File: config.mk
export PLATFORM = sky130hd
export DESIGN_NAME = mem_access_unit
export DESIGN_NICKNAME = d
export VERILOG_FILES = /design/src/rtl/mem_access_unit.sv
export SDC_FILE = /design/constraint.sdc
export NUM_CORES = 1
export LEC_CHECK = 0
export CAP_MARGIN = 20
export CORE_ASPECT_RATIO = 1.5
export CORE_MARGIN = 2
export CORE_UTILIZATION = 50
export CTS_BUF_LIST = sky130_fd_sc_hd__clkbuf_2
export CTS_CLUSTER_SIZE = 25
export DETAILED_ROUTE_END_ITERATION = 8
export DONT_BUFFER_PORTS = 1
export HOLD_SLACK_MARGIN = 0.03
export PLACE_DENSITY = 0.66
export SETUP_SLACK_MARGIN = 0.5
export SLEW_MARGIN = 20
export SYNTH_ARGS = -nofsm -noshare
export SYNTH_HDL_FRONTEND = slang
export SYNTH_SLANG_ARGS = --single-unit
File: constraint.sdc
create_clock -name clk -period 6.2 [get_ports clk]
set_clock_uncertainty 0.05 [all_clocks]
set_input_delay 1.24 -clock clk [delete_from_list [all_inputs] [get_ports clk]]
set_output_delay 1.24 -clock clk [all_outputs]
set_load 0.01 [all_outputs]
File: src/rtl/mem_access_unit.sv
// mem_access_unit
//
// Core-side initiator for the data-memory port. Takes one load or store at a
// time from the execute stage, drives a single memory access and returns a
// one-cycle completion pulse with extended load data or an error flag.
//
// Parameters
//   TIMEOUT         cycles the unit waits in READ for mem_valid before erroring (>= 1)
//
// Ports
//   clk             clock, all state updates on the rising edge
//   reset           asynchronous, active-low reset
//   req_valid       core presents a request
//   req_ready       unit idle; request accepted on req_valid && req_ready
//   req_store       1 = store, 0 = load
//   req_funct3      RV32I width/sign code
//   req_addr        byte address
//   req_wdata       store data, right-aligned
//   resp_valid      one-cycle completion pulse
//   resp_rdata      extended load data (0 for stores and errors)
//   resp_error      misaligned access, illegal funct3 or read timeout
//   mem_addr        word-aligned byte address
//   mem_mask        byte-lane enables, bit i covers bits [8i+7:8i]
//   mem_enable      memory access active
//   mem_cmd         0 = read, 1 = write
//   mem_write_data  lane-aligned store data, unused lanes driven 0
//   mem_load_data   full word returned by memory
//   mem_valid       mem_load_data valid (may be combinational from mem_addr)

module mem_access_unit #(
  parameter int unsigned TIMEOUT = 16
) (
  input  logic        clk,
  input  logic        reset,
  // Core request
  input  logic        req_valid,
  output logic        req_ready,
  input  logic        req_store,
  input  logic [2:0]  req_funct3,
  input  logic [31:0] req_addr,
  input  logic [31:0] req_wdata,
  // Core response
  output logic        resp_valid,
  output logic [31:0] resp_rdata,
  output logic        resp_error,
  // Memory port
  output logic [31:0] mem_addr,
  output logic [3:0]  mem_mask,
  output logic        mem_enable,
  output logic        mem_cmd,
  output logic [31:0] mem_write_data,
  input  logic [31:0] mem_load_data,
  input  logic        mem_valid
);

  // Command encoding shared with the memory (same values as defines.vh).
  localparam logic MemCmdRead  = 1'b0;
  localparam logic MemCmdWrite = 1'b1;

  localparam int unsigned CntW = $clog2(TIMEOUT + 1);
  // Last READ cycle allowed without mem_valid.
  localparam logic [CntW-1:0] CntLast = CntW'(TIMEOUT - 1);

  typedef enum logic [1:0] {
    StIdle,
    StRead,
    StWrite,
    StResp
  } state_e;

  state_e state_q, state_d;

  // Latched request
  logic [2:0]  funct3_q;
  logic [31:0] addr_q;
  logic [31:0] wdata_q;

  // Read timeout counter
  logic [CntW-1:0] cnt_q, cnt_d;

  // Registered response
  logic [31:0] rdata_q, rdata_d;
  logic        error_q, error_d;

  logic        accept;
  logic        funct3_bad;
  logic        misaligned;
  logic        req_bad;

  logic [3:0]  lane_mask;
  logic [31:0] lane_bits;
  logic [31:0] wdata_lane;
  logic [31:0] load_shifted;
  logic [31:0] load_ext;

  assign accept = req_valid && (state_q == StIdle);

  //--------------------------------------------------------------------------
  // Request legality, decided at accept time from the live request
  //--------------------------------------------------------------------------
  always_comb begin
    funct3_bad = 1'b0;
    misaligned = 1'b0;

    if (req_store) begin
      // Stores: only SB/SH/SW.
      funct3_bad = req_funct3[2] || (req_funct3[1:0] == 2'b11);
    end else begin
      // Loads: 011, 110 and 111 are unused.
      funct3_bad = (req_funct3[1:0] == 2'b11) || (req_funct3 == 3'b110);
    end

    case (req_funct3[1:0])
      2'b01:   misaligned = req_addr[0];
      2'b10:   misaligned = (req_addr[1:0] != 2'b00);
      default: misaligned = 1'b0;
    endcase

    req_bad = funct3_bad || misaligned;
  end

  //--------------------------------------------------------------------------
  // Lane decode, from latched request only
  //--------------------------------------------------------------------------
  always_comb begin
    lane_mask = 4'b0000;
    case (funct3_q[1:0])
      2'b00:   lane_mask = 4'b0001 << addr_q[1:0];
      2'b01:   lane_mask = 4'b0011 << addr_q[1:0];
      default: lane_mask = 4'b1111;
    endcase
  end

  always_comb begin
    lane_bits = '0;
    for (int i = 0; i < 4; i++) begin
      lane_bits[8*i +: 8] = {8{lane_mask[i]}};
    end
  end

  // Lanes outside the mask are forced to 0 rather than left as shifted junk.
  assign wdata_lane = (wdata_q << {addr_q[1:0], 3'b000}) & lane_bits;

  //--------------------------------------------------------------------------
  // Load extraction and extension
  //--------------------------------------------------------------------------
  assign load_shifted = mem_load_data >> {addr_q[1:0], 3'b000};

  always_comb begin
    load_ext = load_shifted;
    case (funct3_q)
      3'b000:  load_ext = {{24{load_shifted[7]}}, load_shifted[7:0]};
      3'b100:  load_ext = {24'h000000, load_shifted[7:0]};
      3'b001:  load_ext = {{16{load_shifted[15]}}, load_shifted[15:0]};
      3'b101:  load_ext = {16'h0000, load_shifted[15:0]};
      default: load_ext = load_shifted;
    endcase
  end

  //--------------------------------------------------------------------------
  // Next-state logic
  //--------------------------------------------------------------------------
  always_comb begin
    state_d = state_q;
    cnt_d   = cnt_q;
    rdata_d = rdata_q;
    error_d = error_q;

    unique case (state_q)
      StIdle: begin
        if (req_valid) begin
          cnt_d = '0;
          if (req_bad) begin
            // Rejected requests never touch memory.
            state_d = StResp;
            rdata_d = '0;
            error_d = 1'b1;
          end else if (req_store) begin
            state_d = StWrite;
          end else begin
            state_d = StRead;
          end
        end
      end

      StWrite: begin
        // Writes are fire-and-forget: one enable cycle, no acknowledge.
        state_d = StResp;
        rdata_d = '0;
        error_d = 1'b0;
      end

      StRead: begin
        if (mem_valid) begin
          state_d = StResp;
          rdata_d = load_ext;
          error_d = 1'b0;
        end else if (cnt_q == CntLast) begin
          state_d = StResp;
          rdata_d = '0;
          error_d = 1'b1;
        end else begin
          cnt_d = cnt_q + CntW'(1);
        end
      end

      StResp: begin
        state_d = StIdle;
      end

      default: begin
        state_d = StIdle;
      end
    endcase
  end

  //--------------------------------------------------------------------------
  // State registers
  //--------------------------------------------------------------------------
  always_ff @(posedge clk or negedge reset) begin
    if (!reset) begin
      state_q <= StIdle;
      cnt_q   <= '0;
      rdata_q <= '0;
      error_q <= 1'b0;
    end else begin
      state_q <= state_d;
      cnt_q   <= cnt_d;
      rdata_q <= rdata_d;
      error_q <= error_d;
    end
  end

  always_ff @(posedge clk or negedge reset) begin
    if (!reset) begin
      funct3_q <= '0;
      addr_q   <= '0;
      wdata_q  <= '0;
    end else if (accept) begin
      funct3_q <= req_funct3;
      addr_q   <= req_addr;
      wdata_q  <= req_wdata;
    end
  end

  //--------------------------------------------------------------------------
  // Outputs, decoded from flops only
  //--------------------------------------------------------------------------
  assign req_ready  = (state_q == StIdle);
  assign resp_valid = (state_q == StResp);
  assign resp_rdata = rdata_q;
  assign resp_error = error_q;

  assign mem_enable     = (state_q == StRead) || (state_q == StWrite);
  assign mem_cmd        = (state_q == StWrite) ? MemCmdWrite : MemCmdRead;
  assign mem_addr       = mem_enable ? {addr_q[31:2], 2'b00} : '0;
  assign mem_mask       = mem_enable ? lane_mask : '0;
  assign mem_write_data = (state_q == StWrite) ? wdata_lane : '0;

endmodule

== Word-level counts from Yosys, hierarchy flattened ==
Index checks and enable logic that the tools add are counted.

* Div/mod/pow operators: 0
* Multiply operators: 0
* Multiplexer cells: 28
* Shift operators: 4
* $lt $le $gt $ge: 0
* Reduce and logical (&&, ||, !) cells: 14
* Bitwise gates (word level): 1
* Eq/ne operators: 17
* Add/subtract/negate cells: 1

{| class="wikitable"
|+ Operators by type and width
! cell !! count
|-
| $mux W32 || 6
|-
| $pmux W32 S4 || 1
|-
| $pmux W32 S3 || 1
|-
| $and A32 B32 Y32 || 1
|-
| $shl A32 B5 Y32 || 1
|-
| $shr A32 B5 Y32 || 1
|-
| $mux W5 || 3
|-
| $mux W2 || 5
|-
| $pmux W5 S2 || 1
|-
| $eq A3 B3 Y1 const B || 3
|-
| $eq A2 B2 Y1 const B || 4
|-
| $pmux W2 S4 || 1
|-
| $pmux W4 S2 || 1
|-
| $reduce_and A4 Y1 || 2
|-
| $eq A2 B1 Y1 const B || 3
|-
| $mux W1 || 6
|-
| $ne A2 B2 Y1 const B || 3
|-
| $add A5 B1 Y5 const B || 1
|-
| $eq A5 B4 Y1 const B || 1
|-
| $logic_not A2 Y1 || 2
|-
| $logic_or A1 B1 Y1 || 4
|-
| $mux W4 || 1
|-
| $reduce_bool A2 Y1 || 2
|-
| $shl A1 B2 Y4 const A || 1
|-
| 10 further kinds || 10
|}

* Latch bits: 0
* Bits in read-only memories: 0
* Output and inout port bits: 105
* RAM bits: 0
* Memories: 0
* Bits in registers: 107

== Depth between registers and ports, before layout ==
Gate-level depths: netlist of run 1.

* Word-level depth: 7
* Gate-level depth with buffers: 9
* Gate-level depth less buffers: 7

== Least setup slack after synthesis of run 1 ==
Ideal clock, no wire load.

* Kind: input port to flip-flop
* Start: input port req_funct3[0]
* End: register rdata_q[6] (netlist: resp_rdata[6])
* Data required time: 6,028 ps
* Arrival time: 2,640 ps
* Stages on the path: 8
* Slack: 3,388 ps
* Library setup time: 122 ps
* Path through: inv_1 ha_1 o21ai_0 nand2_2 o2111a_1 buf_6 buf_6 a32o_1

* Word-level cells in the longest chain between the ends: 6
* Elaborated cells on any way between the ends: 11

{| class="wikitable"
|+ Ends and longest elaborated chain
! element !! RTL line !! source
|-
| start, declared || 39 || <nowiki>input logic [2:0] req_funct3,</nowiki>
|-
| $eq A3 B3 Y1 / $eq A2 B2 Y1 (equally long branches) || 110, 107 ||
|-
| $logic_or A1 B1 Y1 (on tied branches) || 110, 107 ||
|-
| $mux W1 || 105 || <nowiki>if (req_store) begin</nowiki>
|-
| $logic_or A1 B1 Y1 (*) || 119 || <nowiki>req_bad = funct3_bad || misaligned;</nowiki>
|-
| $ne A2 B1 Y1 (no line) (*) || -- ||
|-
| $reduce_and A4 Y1 (no line) (*) || -- ||
|-
| end signal, assigned || 229 || <nowiki>rdata_q <= rdata_d;</nowiki>
|-
| end, declared || 82 || <nowiki>logic [31:0] rdata_q, rdata_d;</nowiki>
|}

Every way passes the cells marked *; elsewhere a longest branch is shown, timed or not.
A chain may end at the register's enable or synchronous reset.

== Worst setup path after layout of run 1 ==
* Start: register addr_q[0]
* End: output port mem_write_data[27]

* Word-level cells in the longest chain between the ends: 4
* Elaborated cells on any way between the ends: 6

{| class="wikitable"
|+ Ends and longest elaborated chain
! element !! RTL line !! source
|-
| start, declared || 75 || <nowiki>logic [31:0] addr_q;</nowiki>
|-
| start signal, assigned || 241 || <nowiki>addr_q <= req_addr;</nowiki>
|-
| branches (longest 2 deep; another with $shl A32 B5 Y32) || -- ||
|-
| $and A32 B32 Y32 (*) || 142 || <nowiki>assign wdata_lane = (wdata_q << {addr_q[1:0], 3'b000}) & lane_bits;</nowiki>
|-
| $mux W32 (*) || 258 || <nowiki>assign mem_write_data = (state_q == StWrite) ? wdata_lane : '0;</nowiki>
|-
| end, declared || 51 || <nowiki>output logic [31:0] mem_write_data,</nowiki>
|}

Mark *: on every way between the ends.

==> out/qor.txt, run 1 <==
cell taking the most area after synthesis: dfrtp_1
Top Ports: 209
largest net degree at the start of global routing: 108
ys async rst share: 100%
RSZ-0062 raised after global routing: no
layout cells sized above 1: 19.5%
Detailed Route WL: 14.7 mm
Placed Cells: 653
CP max FO: 37
Commonest cells post-synth: 107 x dfrtp_1, 68 x mux2_2, 40 x mux2i_1
Final Hold Viols: 0
Final Max Slew Viols: 0
global-route wire length before repair: 22.6 mm
Clk Latency, worst-skew pair: 0.58 ns
Top FF cell, synth: dfrtp_1
Post-CTS Resized: 0
wire length per cell: 22.0 µm
Die Y: 137 µm
Top Family by Delay on Critical Path: flip-flops
antenna-violating nets left: 0
hold_ws: 0.233 ns
vias in the first global route: 4322
I/O Buffers: 0
GRT Total Usage: 23.1%
drt first pass iters: 4
residual DRC count: 0
CTS sink cnt: 107
slowest CP cell: dfrtp_2
Leak: 2.61 nW
CP dominant cell by count: nor2_1
CTS buffer count: 9
slew of the pin with the lowest slew margin: 1.06 ns
sequential share of the synthesized area: 45.5%
Non-Filler Instances: 670
H-tree depth: 3
CTS max path bufs: 2
Buffers & Inverters on Critical Path: 1
cell chain of the critical path: buf_4 -> nor2_1 -> nor2_1 -> o21ai_1 -> a211oi_1
count of warnings emitted by yosys: 0
EDFF count, synth: 0
GPL Wtd Cong: 0.860
CP Depth: 5
Netlist cell types: 48
cell area after synthesis: 5890 µm²
Final Cycle Share: 70.8%
grt total ovfl: 0
DP Wirelength: 10.7 mm
fmax: 228 MHz
Reg2Reg Depth: 5
Mapped Avg Cell Area: 10.9 µm²
Cells after Synth: 541
Max-Cap Viols: 0
DIE WIDTH: 92.6 µm
delay of the slowest critical-path stage: 0.90 ns
Die Footprint: 12700 µm²
fin crit period: 4.39 ns
Final Net Count: 627
clock root cell: clkbuf_2
final core occ: 52.4%
Initial Util: 51.3%
Yosys reg bits: 107
CTS tree: yes
initial antenna violation count: 1
vias per cell: 6.20
Area Growth Syn to Fin: 2.00%
Power Dens Cells: 542 nW/µm²
Setup Buffers After CTS: 0
Rows: 48
total core area: 11500 µm²
Crit Path Category: flop to primary output
WP data arrival: 3.10 ns
HP Class: primary input to asynchronous set/reset pin
setup TNS: 0 ns
Synth top area share: 45.5%
crit end category: primary output
Area contributors post-synth: dfrtp_1 45%, mux2_2 13%, mux2i_1 6.8%
routed vias: 4153
count leader, synth: dfrtp_1
Max VDD drop: 0.274 mV
Worst EP required: 4.91 ns
1st-iter DRT viols: 173
Finish-stage setup viols: 0
CTS Hold Bufs: 0
Reg clk slew, reported paths: 0.31 ns
Worst setup SP type: flop
Slew HR: 29.1%
outcome: finished, final reports clean
==> stage by stage <==
stage               worst slack [ns]  instance area [µm²]  power (mW)
floorplan                       3.39                 5890        2.64
global placement                2.59                 5900        2.94
detailed placement              2.52                 5900        2.98
CTS                             1.77                 6000        3.29
global route                    1.59                 6010        3.50
finish                          1.81                 6010        3.25
==> state kept, by name, indices dropped and copies added, names as in the netlist <==
signal,cells
addr_q,32
wdata_q,32
funct3_q,3
resp_rdata,32
cnt_q,5
resp_error,1
state_q,2
==> area by class of cell <==
| cell class | count | area, µm² |
|---|---|---|
| clock buffer | 9 | 45.0 |
| fill | 1062 | 5460 |
| timing repair buffer | 5 | 37.5 |
| tap | 150 | 188 |
| multi-input combinational | 378 | 2950 |
| sequential | 107 | 2680 |
| antenna | 1 | 2.50 |
| inverter | 13 | 48.8 |
| clock inverter | 7 | 58.8 |
==> routing by layer <==
metal | up-vias | GRT usage, % | wire length [µm] | part of all wire [%]
met5 | - | 0 | 0 | 0
li1 | 1886 | - | - | -
met1 | 2076 | 25.7 | 5360 | 36
met2 | 170 | 41.5 | 7810 | 53
met4 | 0 | 8.09 | 295 | 2.0
met3 | 21 | 7.16 | 1280 | 8.7
==> cell families after synthesis <==
family / count (synthesis) / synth area share (%)
AND/OR/NAND/NOR: 142 / 12.5
buffers and inverters: 57 / 4.59
flip-flops: 107 / 45.5
AO/OA/AOI/OAI: 114 / 14.8
adder cells (fa/ha/maj): 9 / 1.91
multiplexers: 111 / 20.7
other: 1 / 0.0637
==> worst register-to-register path: cells and delay by family, from the launching register on <==
kind                   cells  cell delay (ns)
buffers and inverters      1             0.42
and+or+nand+nor            2             0.78
DFF                        1             0.74
AOI/OAI and AO/OA          2             0.92
==> power by group <==
group / internal, mW / switching [mW] / total [mW] / leakage [nW]
combinational: 0.687 / 0.959 / 1.65 / 1.21
sequential: 0.999 / 0.302 / 1.30 / 1.34
clock: 0.0612 / 0.246 / 0.307 / 0.0652
==> layout by cell type, fill, tap and decap left out, types with 4 or more instances in the layout <==
cell type	instances
dfrtp_1	106
mux2_2	68
mux2i_1	40
nor2_1	38
and2_1	33
nand2_1	26
o2bb2ai_1	22
a211oi_1	17
a21oi_1	17
nor2b_1	15
inv_1	13
o21ai_0	12
and3_1	11
a22o_1	10
ha_1	9
clkbuf_2	9
o221ai_1	7
a32o_1	7
o211ai_1	6
buf_4	5
nand2b_1	4
nand3_1	4
==> worst paths after layout <==
kind | startpoint | to | slack, ns
min | reset | resp_rdata[2] | 0.23
max in group asynchronous | reset | funct3_q[0] | 5.61
max | addr_q[0] | mem_write_data[27] | 1.81
min reg2reg | cnt_q[3] | cnt_q[3] | 0.47
max reg2reg | addr_q[0] | resp_rdata[17] | 3.20
min in group clk | cnt_q[3] | cnt_q[3] | 0.47
(Power assumes the default switching activity.)
==> run 2, diff against run 1 <==
- PLACE_DENSITY: 0.66 -> 0.69
- clock period: 6.2 -> 3.6 ns (I/O delays scaled with it)
==> out/qor.txt, run 2 (synthesis gave the netlist of run 1 again) <==
DP Worst Slack: 0.879 ns (-1.64 ns)
initial antenna violation count: 1 (unchanged)
CTS tree: yes
GPL Wtd Cong: 0.903 (+5.0%)
FF+latch area: 2680 µm² (about the same)
Final Max Slew Viols: 0 (unchanged)
grt total ovfl: 0 (unchanged)
Filler cells: 1019 (-4.0%)
Top Ports: 209 (unchanged)
routed vias: 4211 (+1.4%)
Die Footprint: 12700 µm² (unchanged)
Area Growth Syn to Fin: 5.76%
CTS sink cnt: 107 (unchanged)
Max VDD drop: 0.469 mV (+71%)
DP Wirelength: 11.0 mm (+2.6%)
Reg power frac: 37.4% (-2.6 points)
CTS buffer count: 9 (unchanged)
CP max FO: 12 (-68%)
H-tree depth: 3 (unchanged)
Die Y: 137 µm (unchanged)
Worst setup SP type: flop
setup TNS: 0 ns (unchanged)
R2R Setup Slk: 0.85 ns (-2.35 ns)
Crit Path Category: flop to primary output
Finish-stage setup viols: 0 (unchanged)
total core area: 11500 µm² (unchanged)
crit end category: primary output
Initial Util: 51.3% (unchanged)
global-route wire length before repair: 23.2 mm (+2.8%)
residual DRC count: 0 (unchanged)
GRT Total Usage: 23.6% (+0.51 points)
cell internal pwr: 3.14 mW (+80%)
Detailed Route WL: 15.0 mm (+1.6%)
antenna-violating nets left: 0 (unchanged)
Reg clk slew, reported paths: 0.33 ns (+0.02 ns)
Final Hold Viols: 0 (unchanged)
Clk Latency, worst-skew pair: 0.58 ns (about the same)
Worst EP required: 2.83 ns (-2.08 ns)
CTS max path bufs: 2 (unchanged)
1st-iter DRT viols: 146 (-16%)
largest net degree at the start of global routing: 108 (unchanged)
drt first pass iters: 5 (+1)
DR WL met2: 7.82 mm (+0.19%)
RSZ-0062 raised after global routing: yes
layout cells sized above 1: 23.2% (+3.7 points)
fmax: 340 MHz
vias per cell: 6.10 (-1.5%)
met1 WL: 5.50 mm (+2.7%)
top layer in use: met4
HP Class: primary input to flop
most common cell after layout, fill and taps aside: dfrtp_1
slew of the pin with the lowest slew margin: 0.980 ns (-0.0840 ns)
WP data arrival: 2.17 ns (-0.93 ns)
Final WS setup: 0.655 ns (-1.16 ns)
clock root cell: clkbuf_2
Power Dens Cells: 934 nW/µm² (+72%)
met3 wire length: 1.35 mm (+5.2%)
Final Net Count: 647 (+3.2%)
Final Cycle Share: 81.8%
Rows: 48 (unchanged)
vias in the first global route: 4290 (-0.74%)
outcome: finished, final reports clean
combinational power share: 53.4% (+2.8 points)
multi-input logic area: 2980 µm² (+0.98%)
wire length per cell: 21.7 µm (-1.3%)
Leak: 2.73 nW (+4.5%)
fin crit period: 2.94 ns
DIE WIDTH: 92.6 µm (unchanged)
sw frac: 45.9% (-0.37 points)
Clock Power Share: 9.2% (-0.2 points)
Slew HR: 34.7% (+5.6 points)
commonest non-fill, non-tap cells in the layout: 106 x dfrtp_1, 68 x mux2_2, 40 x mux2i_1
Max-Cap Viols: 0 (unchanged)
I/O Buffers: 0 (unchanged)
P_sw: 2.67 mW (+77%)
## run 2: path summary, 6_finish.rpt
kind | from | to | cells past startpoint
max | state_q[0] | mem_write_data[8] | 6
min | req_addr[16] | addr_q[16] | 1
max reg2reg | cnt_q[0] | resp_rdata[17] | 7
min reg2reg | cnt_q[3] | cnt_q[3] | 1
max in group asynchronous | reset | wdata_q[22] | 2
min in group asynchronous | reset | resp_rdata[7] | 2
## run 2: worst max-delay path: stages (launching register included)
cell	delay, ns
dfrtp_1	0.48
inv_1	0.10
ha_1	0.26
buf_6	0.21
o311ai_1	0.12
buf_4	0.21
nor2_1	0.23
## run 2: layer usage
layer,vias up,track usage (%)
met2,197,42.0
met3,21,7.60
met5,-,0
met1,2066,26.6
met4,0,7.92
li1,1927,-
## run 2: final cells by class
type	instances	share of cell area, %
multi-input cells	378	47.8
flip-flops and latches	107	43.0
repair buffers	25	3.64
well taps	150	3.01
clock inverters	7	0.964
inverters	13	0.783
clock buffers	9	0.723
diodes	1	0.0402
## run 2: stage by stage
step | power [mW] | cell area [µm²] | util, % | cells | hold WS (ns)
after CTS | 5.80 | 6180 | 53.9 | 687 | 0.144
after global routing | 6.24 | 6230 | 54.3 | 690 | 0.103
after floorplan | 4.55 | 5890 | - | 542 | 0.374
final | 5.82 | 6230 | 54.3 | 690 | 0.177
after global placement | 5.14 | 6030 | 52.6 | 669 | 0.377
after detailed placement | 5.23 | 6030 | 52.6 | 669 | 0.379
## run 2: power by group through the flow
stage	clock network (mW)	registers, mW	logic (mW)
final	0.535	2.18	3.10
after global routing	0.600	2.25	3.39
after CTS	0.555	2.21	3.04
after detailed placement	0	2.24	2.99
after global placement	0	2.20	2.94
after floorplan	0	2.03	2.52
## run 2: timing repair
action                     4_1_cts  5_1_grt
hold endpoints to repair       107        0
gates cloned                     0        0
setup endpoints to repair       17       30
resized for setup                3        6
setup buffers                    0        2
hold buffers                     2        0
